===== config.mk =====
export PLATFORM = sky130hd
export DESIGN_NAME = vga_timing_core_flat
export DESIGN_NICKNAME = d
export VERILOG_FILES = /design/src/rtl/vga_pkg.sv /design/src/rtl/vga_timing_core_if.sv /design/src/rtl/vga_delay_line.sv /design/src/rtl/vga_timing_core.sv /design/src/flat_wrapper.sv
export SDC_FILE = /design/constraint.sdc
export NUM_CORES = 1
export LEC_CHECK = 0
export CAP_MARGIN = 30
export CORE_ASPECT_RATIO = 1.75
export CORE_MARGIN = 1
export CORE_UTILIZATION = 49
export CTS_BUF_LIST = sky130_fd_sc_hd__clkbuf_16
export DETAILED_ROUTE_END_ITERATION = 10
export PLACE_DENSITY = 0.8
export SYNTH_ARGS = -nofsm -noshare
export SYNTH_HDL_FRONTEND = slang
export SYNTH_SLANG_ARGS = --single-unit

===== constraint.sdc =====
create_clock -name clock -period 2.51 [get_ports clock]
set_input_delay 0.6275 -clock clock [delete_from_list [all_inputs] [get_ports clock]]
set_output_delay 0.6275 -clock clock [all_outputs]
set_load 0.03 [all_outputs]

===== src/rtl/vga_pkg.sv =====
// Shared VGA timing definitions: mode tables, polarity constants and the
// per-pixel decode bundle that travels through the sync delay line.
package vga_pkg;

  localparam logic SYNC_ACTIVE_LOW  = 1'b0;
  localparam logic SYNC_ACTIVE_HIGH = 1'b1;

  typedef enum logic [0:0] {
    MODE_640X480 = 1'b0,
    MODE_800X600 = 1'b1
  } vga_mode_e;

  typedef struct packed {
    int   h_active;
    int   h_fp;
    int   h_sync;
    int   h_bp;
    int   v_active;
    int   v_fp;
    int   v_sync;
    int   v_bp;
    logic hs_pol;
    logic vs_pol;
  } vga_mode_t;

  // Raw per-coordinate decode; all-zero is the idle/blanked state.
  typedef struct packed {
    logic hs_act;
    logic vs_act;
    logic vid;
  } vga_timing_t;

  function automatic vga_mode_t mode_timing(input vga_mode_e mode);
    vga_mode_t t;
    case (mode)
      MODE_800X600: t = '{h_active: 32'd800, h_fp: 32'd40, h_sync: 32'd128, h_bp: 32'd88,
                          v_active: 32'd600, v_fp: 32'd1,  v_sync: 32'd4,   v_bp: 32'd23,
                          hs_pol: SYNC_ACTIVE_HIGH, vs_pol: SYNC_ACTIVE_HIGH};
      default:      t = '{h_active: 32'd640, h_fp: 32'd16, h_sync: 32'd96,  h_bp: 32'd48,
                          v_active: 32'd480, v_fp: 32'd10, v_sync: 32'd2,   v_bp: 32'd33,
                          hs_pol: SYNC_ACTIVE_LOW, vs_pol: SYNC_ACTIVE_LOW};
    endcase
    return t;
  endfunction

  function automatic int span_total(input int active, input int fp, input int sync, input int bp);
    return active + fp + sync + bp;
  endfunction

  localparam vga_mode_t DEFAULT_MODE = mode_timing(MODE_640X480);

endpackage


===== src/rtl/vga_timing_core_if.sv =====
// Renderer-facing and connector-facing signals of the VGA timing core.
interface vga_timing_core_if #(
  parameter int XY_W    = 10,
  parameter int COLOR_W = 4
) ();

  logic [COLOR_W-1:0] red_in;
  logic [COLOR_W-1:0] green_in;
  logic [COLOR_W-1:0] blue_in;
  logic [XY_W-1:0]    px;
  logic [XY_W-1:0]    py;
  logic               pix_tick;
  logic               line_end;
  logic               frame_end;
  logic               h_sync;
  logic               v_sync;
  logic               video;
  logic [COLOR_W-1:0] red;
  logic [COLOR_W-1:0] green;
  logic [COLOR_W-1:0] blue;
  logic [15:0]        frame_cnt;

  modport master (
    input  red_in, green_in, blue_in,
    output px, py, pix_tick, line_end, frame_end,
    output h_sync, v_sync, video, red, green, blue, frame_cnt
  );

  modport slave (
    output red_in, green_in, blue_in,
    input  px, py, pix_tick, line_end, frame_end,
    input  h_sync, v_sync, video, red, green, blue, frame_cnt
  );

endinterface


===== src/rtl/vga_delay_line.sv =====
// WIDTH x DEPTH enabled shift register with a reset value; DEPTH = 0 is a wire.
module vga_delay_line #(
  parameter int               WIDTH   = 1,
  parameter int               DEPTH   = 1,
  parameter logic [WIDTH-1:0] RST_VAL = {WIDTH{1'b0}}
) (
  input  logic             clock,
  input  logic             reset,
  input  logic             en,
  input  logic [WIDTH-1:0] din,
  output logic [WIDTH-1:0] dout
);

  if (DEPTH == 0) begin : g_pass
    logic unused_s;
    assign unused_s = ^{clock, reset, en};
    assign dout     = din;
  end else begin : g_shift
    logic [WIDTH-1:0] stage_r [DEPTH];

    // Stage 0 takes din; every other stage takes its predecessor.
    always_ff @(posedge clock or posedge reset) begin
      if (reset) begin
        for (int i = 0; i < DEPTH; i++) begin
          stage_r[i] <= RST_VAL;
        end
      end else if (en) begin
        stage_r[0] <= din;
        for (int i = 1; i < DEPTH; i++) begin
          stage_r[i] <= stage_r[i-1];
        end
      end
    end

    assign dout = stage_r[DEPTH-1];
  end

endmodule


===== src/rtl/vga_timing_core.sv =====
// Parametrised VGA timing generator: pixel divider, raster counters, delayed
// sync/blank decode and blanked, registered RGB outputs.
module vga_timing_core
  import vga_pkg::*;
#(
  parameter int   H_ACTIVE = DEFAULT_MODE.h_active,
  parameter int   H_FP     = DEFAULT_MODE.h_fp,
  parameter int   H_SYNC   = DEFAULT_MODE.h_sync,
  parameter int   H_BP     = DEFAULT_MODE.h_bp,
  parameter int   V_ACTIVE = DEFAULT_MODE.v_active,
  parameter int   V_FP     = DEFAULT_MODE.v_fp,
  parameter int   V_SYNC   = DEFAULT_MODE.v_sync,
  parameter int   V_BP     = DEFAULT_MODE.v_bp,
  parameter logic HS_POL   = DEFAULT_MODE.hs_pol,
  parameter logic VS_POL   = DEFAULT_MODE.vs_pol,
  parameter int   CLK_DIV  = 4,
  parameter int   PIPE_DLY = 2,
  parameter int   COLOR_W  = 4,
  parameter int   XY_W     = 10
) (
  input logic               clock,
  input logic               reset,
  vga_timing_core_if.master vif
);

  localparam int H_TOTAL = span_total(H_ACTIVE, H_FP, H_SYNC, H_BP);
  localparam int V_TOTAL = span_total(V_ACTIVE, V_FP, V_SYNC, V_BP);
  localparam int DIV_W   = (CLK_DIV > 1) ? $clog2(CLK_DIV) : 1;

  localparam logic [DIV_W-1:0] DIV_LAST = DIV_W'(CLK_DIV - 1);
  localparam logic [XY_W-1:0]  H_LAST   = XY_W'(H_TOTAL - 1);
  localparam logic [XY_W-1:0]  V_LAST   = XY_W'(V_TOTAL - 1);
  localparam logic [XY_W-1:0]  H_VIS    = XY_W'(H_ACTIVE);
  localparam logic [XY_W-1:0]  V_VIS    = XY_W'(V_ACTIVE);
  localparam logic [XY_W-1:0]  HS_FIRST = XY_W'(H_ACTIVE + H_FP);
  localparam logic [XY_W-1:0]  HS_LAST  = XY_W'(H_ACTIVE + H_FP + H_SYNC - 1);
  localparam logic [XY_W-1:0]  VS_FIRST = XY_W'(V_ACTIVE + V_FP);
  localparam logic [XY_W-1:0]  VS_LAST  = XY_W'(V_ACTIVE + V_FP + V_SYNC - 1);

  logic [DIV_W-1:0]   div_r;
  logic [XY_W-1:0]    hc_r;
  logic [XY_W-1:0]    vc_r;
  logic [15:0]        frame_cnt_r;
  logic               pix_tick_s;
  logic               line_end_s;
  vga_timing_t        raw_s;
  vga_timing_t        dly_s;
  logic               h_sync_r;
  logic               v_sync_r;
  logic               video_r;
  logic [COLOR_W-1:0] red_r;
  logic [COLOR_W-1:0] green_r;
  logic [COLOR_W-1:0] blue_r;

  // With CLK_DIV = 1 the divider is pinned at zero, so the tick is constant 1.
  always_ff @(posedge clock or posedge reset) begin
    if (reset) begin
      div_r <= {DIV_W{1'b0}};
    end else if (div_r == DIV_LAST) begin
      div_r <= {DIV_W{1'b0}};
    end else begin
      div_r <= div_r + DIV_W'(1);
    end
  end

  assign pix_tick_s = (div_r == DIV_LAST);
  assign line_end_s = pix_tick_s & (hc_r == H_LAST);

  // Raster position and completed-frame count advance once per pixel.
  always_ff @(posedge clock or posedge reset) begin
    if (reset) begin
      hc_r        <= {XY_W{1'b0}};
      vc_r        <= {XY_W{1'b0}};
      frame_cnt_r <= 16'd0;
    end else if (pix_tick_s) begin
      if (hc_r == H_LAST) begin
        hc_r <= {XY_W{1'b0}};
        if (vc_r == V_LAST) begin
          vc_r        <= {XY_W{1'b0}};
          frame_cnt_r <= frame_cnt_r + 16'd1;
        end else begin
          vc_r <= vc_r + XY_W'(1);
        end
      end else begin
        hc_r <= hc_r + XY_W'(1);
      end
    end
  end

  // Decode of the coordinate currently shown on px/py.
  always_comb begin
    raw_s        = '{hs_act: 1'b0, vs_act: 1'b0, vid: 1'b0};
    raw_s.hs_act = (hc_r >= HS_FIRST) && (hc_r <= HS_LAST);
    raw_s.vs_act = (vc_r >= VS_FIRST) && (vc_r <= VS_LAST);
    raw_s.vid    = (hc_r < H_VIS) && (vc_r < V_VIS);
  end

  vga_delay_line #(
    .WIDTH   (3),
    .DEPTH   (PIPE_DLY),
    .RST_VAL (3'b000)
  ) u_sync_dly (
    .clock (clock),
    .reset (reset),
    .en    (pix_tick_s),
    .din   (raw_s),
    .dout  (dly_s)
  );

  // Pin register: colour is sampled on the same tick as its aligned decode.
  always_ff @(posedge clock or posedge reset) begin
    if (reset) begin
      h_sync_r <= ~HS_POL;
      v_sync_r <= ~VS_POL;
      video_r  <= 1'b0;
      red_r    <= {COLOR_W{1'b0}};
      green_r  <= {COLOR_W{1'b0}};
      blue_r   <= {COLOR_W{1'b0}};
    end else if (pix_tick_s) begin
      h_sync_r <= dly_s.hs_act ? HS_POL : ~HS_POL;
      v_sync_r <= dly_s.vs_act ? VS_POL : ~VS_POL;
      video_r  <= dly_s.vid;
      red_r    <= dly_s.vid ? vif.red_in   : {COLOR_W{1'b0}};
      green_r  <= dly_s.vid ? vif.green_in : {COLOR_W{1'b0}};
      blue_r   <= dly_s.vid ? vif.blue_in  : {COLOR_W{1'b0}};
    end
  end

  assign vif.px        = hc_r;
  assign vif.py        = vc_r;
  assign vif.pix_tick  = pix_tick_s;
  assign vif.line_end  = line_end_s;
  assign vif.frame_end = line_end_s & (vc_r == V_LAST);
  assign vif.frame_cnt = frame_cnt_r;
  assign vif.h_sync    = h_sync_r;
  assign vif.v_sync    = v_sync_r;
  assign vif.video     = video_r;
  assign vif.red       = red_r;
  assign vif.green     = green_r;
  assign vif.blue      = blue_r;

endmodule


===== src/flat_wrapper.sv =====
// flat-port wrapper written by rule: the top's interface ports become plain ports
module vga_timing_core_flat import vga_pkg::*;
#(
  parameter int   H_ACTIVE = DEFAULT_MODE.h_active,
  parameter int   H_FP     = DEFAULT_MODE.h_fp,
  parameter int   H_SYNC   = DEFAULT_MODE.h_sync,
  parameter int   H_BP     = DEFAULT_MODE.h_bp,
  parameter int   V_ACTIVE = DEFAULT_MODE.v_active,
  parameter int   V_FP     = DEFAULT_MODE.v_fp,
  parameter int   V_SYNC   = DEFAULT_MODE.v_sync,
  parameter int   V_BP     = DEFAULT_MODE.v_bp,
  parameter logic HS_POL   = DEFAULT_MODE.hs_pol,
  parameter logic VS_POL   = DEFAULT_MODE.vs_pol,
  parameter int   CLK_DIV  = 4,
  parameter int   PIPE_DLY = 2,
  parameter int   COLOR_W  = 4,
  parameter int   XY_W     = 10
)
  (clock, reset, vif_red_in, vif_green_in, vif_blue_in, vif_px, vif_py, vif_pix_tick, vif_line_end, vif_frame_end, vif_h_sync, vif_v_sync, vif_video, vif_red, vif_green, vif_blue, vif_frame_cnt);
  vga_timing_core_if #(.XY_W(XY_W), .COLOR_W(COLOR_W)) vif_i ();
  input logic clock;
  input logic reset;
  input wire logic [$bits(vif_i.red_in)-1:0] vif_red_in;
  input wire logic [$bits(vif_i.green_in)-1:0] vif_green_in;
  input wire logic [$bits(vif_i.blue_in)-1:0] vif_blue_in;
  output wire logic [$bits(vif_i.px)-1:0] vif_px;
  output wire logic [$bits(vif_i.py)-1:0] vif_py;
  output wire logic [$bits(vif_i.pix_tick)-1:0] vif_pix_tick;
  output wire logic [$bits(vif_i.line_end)-1:0] vif_line_end;
  output wire logic [$bits(vif_i.frame_end)-1:0] vif_frame_end;
  output wire logic [$bits(vif_i.h_sync)-1:0] vif_h_sync;
  output wire logic [$bits(vif_i.v_sync)-1:0] vif_v_sync;
  output wire logic [$bits(vif_i.video)-1:0] vif_video;
  output wire logic [$bits(vif_i.red)-1:0] vif_red;
  output wire logic [$bits(vif_i.green)-1:0] vif_green;
  output wire logic [$bits(vif_i.blue)-1:0] vif_blue;
  output wire logic [$bits(vif_i.frame_cnt)-1:0] vif_frame_cnt;
  assign vif_i.red_in = vif_red_in;
  assign vif_i.green_in = vif_green_in;
  assign vif_i.blue_in = vif_blue_in;
  assign vif_px = vif_i.px;
  assign vif_py = vif_i.py;
  assign vif_pix_tick = vif_i.pix_tick;
  assign vif_line_end = vif_i.line_end;
  assign vif_frame_end = vif_i.frame_end;
  assign vif_h_sync = vif_i.h_sync;
  assign vif_v_sync = vif_i.v_sync;
  assign vif_video = vif_i.video;
  assign vif_red = vif_i.red;
  assign vif_green = vif_i.green;
  assign vif_blue = vif_i.blue;
  assign vif_frame_cnt = vif_i.frame_cnt;
  vga_timing_core #(.H_ACTIVE(H_ACTIVE), .H_FP(H_FP), .H_SYNC(H_SYNC), .H_BP(H_BP), .V_ACTIVE(V_ACTIVE), .V_FP(V_FP), .V_SYNC(V_SYNC), .V_BP(V_BP), .HS_POL(HS_POL), .VS_POL(VS_POL), .CLK_DIV(CLK_DIV), .PIPE_DLY(PIPE_DLY), .COLOR_W(COLOR_W), .XY_W(XY_W)) u_core (.clock(clock), .reset(reset), .vif(vif_i));
endmodule

# [After elaboration in Yosys (flattened, before gate mapping)]
# Index checks and enable logic that the tools add are counted.
[word_totals] regBits=59 in_bits=14 out_inout_bits=54 word_cells=40
[classes] addsub=4 n_lt_le_gt_ge=6 n_eq_ne=3 mux=8 n_bitwise=2 n_reduce_logical=5
[op_table] op="adder 10 x 1 -> 10 bit, second input constant" n=2
[op_table] op="equality test 10 bit, second input constant" n=2
[op_table] op="2-to-1 mux 10 bit" n=2
[op_table] op="adder 16 x 1 -> 16 bit, second input constant" n=1
[op_table] op="2-to-1 mux 4 bit" n=3
[op_table] op=">= comparator 10 bit, second input constant" n=1
[op_table] op=">= comparator 10 x 9 -> 1 bit, second input constant" n=1
[op_table] op="less-or-equal comparator 10 bit, second input constant" n=1
[op_table] op="less-or-equal comparator 10 x 9 -> 1 bit, second input constant" n=1
[op_table] op="< comparator 10 bit, second input constant" n=1
[op_table] op="< comparator 10 x 9 -> 1 bit, second input constant" n=1
[op_table] op="logical AND 1 bit" n=3
[op_table] op="AND reduction 3 bit" n=1
[op_table] op="adder 2 x 1 -> 2 bit, second input constant" n=1
[op_table] op="AND 1 bit" n=2
[op_table] op="equality test 2 bit, second input constant" n=1
[op_table] op="2-to-1 mux 1 bit" n=2
[op_table] op="2-to-1 mux 2 bit" n=1
[op_table] op="AND reduction 2 bit" n=1

# [Logic depth before layout (Yosys ltp)]
# Gate-level depths: netlist of the first run.
[logic_depth] depth_word=3 mapped_depth=8 depth_no_buf=7

# [Cells and area by module]
# Synthesis of the first run repeated with hierarchy kept, for this count alone.
[unflattened] hier_cells=263 hier_area_um2=2872.8
[modules_own_cells] mod="vga_timing_core" n_inst=1 cells_per_inst=246 area_per_inst_um2=2595.0 seq_area_each_um2=1328.8
[modules_own_cells] mod="vga_delay_line" n_inst=1 cells_per_inst=17 area_per_inst_um2=277.8 seq_area_each_um2=150.1

# [Least setup slack after synthesis of the first run]
# Ideal clock, no wire load.
[synth_timing] kind="flip-flop to output port" startpoint="reg u_core.div_r[0]" endpoint="out vif_line_end" t_arrival_ps=1891 t_required_ps=1882 slack_ps=-8 path_stages_with_launch=7 n_path_buf=2 path_cell_list="dfrtp_1 ha_1 nand2_1 or4_1 buf_6 inv_2 buf_2"
[synth_between] elab_chain_cells=2
[synth_lines] item="start: declaration" line_no="vga_timing_core.sv:40" rtl="logic [DIV_W-1:0] div_r;"
[synth_lines] item="start signal: assignment" line_no="vga_timing_core.sv:58" rtl="div_r <= {DIV_W{1'b0}};"
[synth_lines] item="start signal: assignment" line_no="vga_timing_core.sv:60" rtl="div_r <= {DIV_W{1'b0}};"
[synth_lines] item="start signal: assignment" line_no="vga_timing_core.sv:62" rtl="div_r <= div_r + DIV_W'(1);"
[synth_lines] item="equality test 2 bit" line_no="vga_timing_core.sv:66" rtl="assign pix_tick_s = (div_r == DIV_LAST);"
[synth_lines] item="via vif_pix_tick" line_no="flat_wrapper.sv:28" rtl="output wire logic [$bits(vif_i.pix_tick)-1:0] vif_pix_tick;"
[synth_lines] item="AND 1 bit" line_no="vga_timing_core.sv:67" rtl="assign line_end_s = pix_tick_s & (hc_r == H_LAST);"
[synth_lines] item="end: declaration" line_no="flat_wrapper.sv:29" rtl="output wire logic [$bits(vif_i.line_end)-1:0] vif_line_end;"
# The timed path passes the listed nets, and every way through them passes these cells.

# [Final worst setup path of the first run]
[layout_timing] startpoint="reg u_core.hc_r[7] (netlist: u_core.vif.px[7])" endpoint="out vif_frame_end"
[layout_between] elab_chain_cells=3
[layout_lines] item="start: declaration" line_no="vga_timing_core.sv:41" rtl="logic [XY_W-1:0] hc_r;"
[layout_lines] item="start signal: assignment" line_no="vga_timing_core.sv:72" rtl="hc_r <= {XY_W{1'b0}};"
[layout_lines] item="start signal: assignment" line_no="vga_timing_core.sv:77" rtl="hc_r <= {XY_W{1'b0}};"
[layout_lines] item="start signal: assignment" line_no="vga_timing_core.sv:85" rtl="hc_r <= hc_r + XY_W'(1);"
[layout_lines] item="equality test 10 bit" line_no="vga_timing_core.sv:67"
[layout_lines] item="AND 1 bit" line_no="vga_timing_core.sv:67"
[layout_lines] item="AND 1 bit" line_no="vga_timing_core.sv:133" rtl="assign vif.frame_end = line_end_s & (vc_r == V_LAST);"
[layout_lines] item="end: declaration" line_no="flat_wrapper.sv:30" rtl="output wire logic [$bits(vif_i.frame_end)-1:0] vif_frame_end;"
# Every way passes these cells.

==> metrics.yaml, run 1 <==
status: "finished, violations left"
violations: "design-rule violations"
grt_pass1_vias: 2043
synthFlopType: "dfrtp_1"
synth-seq-area-share_pct: 55.70
finalMaxSlewViolations: 0
placed_cell_area_um2: 3456
register_area_um2: 1479
synth_seq_cells: 59
postLayoutCellArea_um2: 3775
setup_ws_ns: 0.05317
nets: 355
die_area_um2: 5728
clock_latency_ns: 0.32
end_kind: "output port"
setup_tns_ns: 0
final_common_cell: "clkdlybuf4s50_1"
die_h_um: 99.38
cts_buffers: 9
ios: 68
dp_slack_ns: 0.1076
drive_gt1_share_pct: 13.27
drt-total-wl_um: 5924
relSlewSlack_pct: 70.89
cts_tree: "yes"
antenna_cells: 0
start_util_pct: 50.52
grt_max_degree: 41
fin_crit_sh_pct: 97.88
leakage_nw: 1.748
cts.sinks: 59
htreeDepth: 3
crit_family: "simple AND/OR/NAND/NOR gates"
wl_per_cell_um: 15.04
worst_pin_slew_ns: 0.4361
stdcell_count: 394
grt_overflow_total: 0
hpwlAfterDp_um: 4057
slowest_stage: "or4_4"
crit_chain: "or3_4 -> or4_4 -> nor2_4 -> buf_6"
postRouteAntennaNets: 0
timing.fmax_mhz: 407.0
synth.top_cells.by_area: "dfrtp_1 (54%), xnor2_1 (5.3%), xor2_1 (4.6%)"
grt_pass1_wl_um: 9570
synth_edf_count: 0
syn_to_final_growth_pct: 42.18
drc: 5
fin_skew_ns: 0.007580
antenna_found_initial: 0
finalHoldViolCount: 0
syn-cell-area_um2: 2655
critPathBufInv: 1
gr-usage-all-layers_pct: 22.50
synth_top_area_share_pct: 53.72
drtIter0Drc: 71
place_inst: 376
p_per_area_nw_per_um2: 585.8
synth-async-reset-ratio_pct: 100.0
power_mw: 2.211
syn_nets: 270
via_count: 2083
rsz0062_at_grt: "true"
yosysTopAreaCell: "dfrtp_1"
ys_types: 37
die_w_um: 57.65
core-area_um2: 5255
cts-root-buf: "clkbuf_16"
max_cap_violations: 0
synth_warnings: 0
via_per_inst: 5.287
syn_area_per_cell_um2: 10.66
setup_viol: 0
cp_max_fo: 3
max_stage_delay_ns: 0.48
final_cell_mix: "clkdlybuf4s50_1 (65), dfrtp_1 (57), nand2_1 (30)"
clkTransAtPathRegs_ns: 0.05
fill_cells: 368
multi_input_area_um2: 1057
crit_type: "flop to output port"
ir_drop_mv: 0.7760
firstDrtPassIters: 7
hp-class: "flop to flop"
cts_max_path_buffers: 2
critPathArrivalTime_ns: 1.83
place.port_buffers: 67
gp_congestion: 0.8626
period_minus_slack_ns: 2.457
num_rows: 35
synthCells: 249
start_kind: "flop"
cp.required_ns: 1.88
## sequential cells by signal, summed over array words and instances, names as in the netlist
register,count
u_core.vif.video,1
u_core.u_sync_dly.g_shift.stage_r,3
u_core.div_r,2
u_core.u_sync_dly.dout,3
u_core.vif.frame_cnt,16
u_core.vif.px,10
u_core.vif.h_sync,1
u_core.vif.green,4
u_core.vif.v_sync,1
u_core.vif.py,10
u_core.vif.blue,4
u_core.vif.red,4
## per-stage QoR
| step | util [%] | hold WS (ns) |
|---|---|---|
| finish | 71.83 | 0.4178 |
| CTS | 71.69 | 0.4194 |
| floorplan | - | 0.3875 |
| global route | 71.83 | 0.4475 |
| global placement | 65.76 | 0.3966 |
| detailed placement | 65.76 | 0.4088 |
## synthesized netlist by cell type, types with 2 or more instances
library cell  number
o21ai_0           18
nand4_1            7
and4_1             2
xor2_1            14
xnor2_1           16
nand3_1           12
nand2_1           31
nor4_4             2
and3_1             4
mux2_2             5
dfrtp_1           57
inv_1             26
nor2_1            15
clkbuf_1           3
mux2i_1            3
nor3_1             6
dfstp_2            2
ha_1               7
## final cells by class
cell class / count / share of cell area (%)
Clock buffer: 9 / 5.966
Clock inverter: 7 / 1.624
Inverter: 27 / 2.751
Multi-Input combinational cell: 157 / 28.01
Sequential cell: 59 / 39.18
Tap cell: 55 / 1.823
Timing Repair Buffer: 80 / 20.65
## power breakdown
| part | internal (mW) | total (mW) | switching (mW) |
|---|---|---|---|
| Clock | 0.753 | 1.15 | 0.400 |
| Combinational | 0.0405 | 0.0906 | 0.0501 |
| Sequential | 0.963 | 0.968 | 0.00508 |
## logic make-up (layout without fill, tap and decap cells)
logic type      Yosys count  count (layout)  synth area share, %
buf+inv                  33             123                4.995
flops                    59              59                55.70
compound gates           23              23                4.902
fa+ha+maj                 7               7                3.299
simple gates             89              89                17.96
xor+xnor                 30              30                9.896
mux                       8               8                3.252
## final timing paths
check / startpoint / to / slack (ns) / cells past startpoint
worst max-delay path: u_core.vif.px[7] / vif_frame_end / 0.05 / 4
worst min-delay path: u_core.u_sync_dly.dout[2] / u_core.vif.h_sync / 0.42 / 1
worst max register to register: u_core.vif.px[7] / u_core.vif.frame_cnt[15] / 0.20 / 6
worst min register to register: u_core.u_sync_dly.dout[2] / u_core.vif.h_sync / 0.42 / 1
max in group asynchronous: reset / u_core.vif.h_sync / 1.27 / 3
min in group asynchronous: reset / u_core.vif.red[1] / 0.64 / 2
## what timing repair did
| item | in CTS | in global routing |
|---|---|---|
| setup endpoints to repair | 2 | 2 |
| hold buffers | 0 | 0 |
| pin swaps | 3 | 1 |
| gates cloned | 0 | 0 |
| gates resized for setup | 3 | 2 |
| buffers inserted | 2 | 0 |
## layer usage
metal | track usage, % | part of all wire [%] | vias to the layer above
met1 | 24.43 | 38 | 1013
met3 | 3.641 | 3.3 | 13
met5 | 0 | 0 | -
met2 | 39.53 | 56 | 55
li1 | - | - | 1002
met4 | 14.26 | 2.7 | 0
Note: power is estimated with default switching activity, not from simulation.
==> run 2: changes to the inputs <==
ABC_CLOCK_PERIOD_IN_PS = 2510   (was default)
==> results of run 2 <==
Final layout, timing and power as in run 1 (identical DEF).
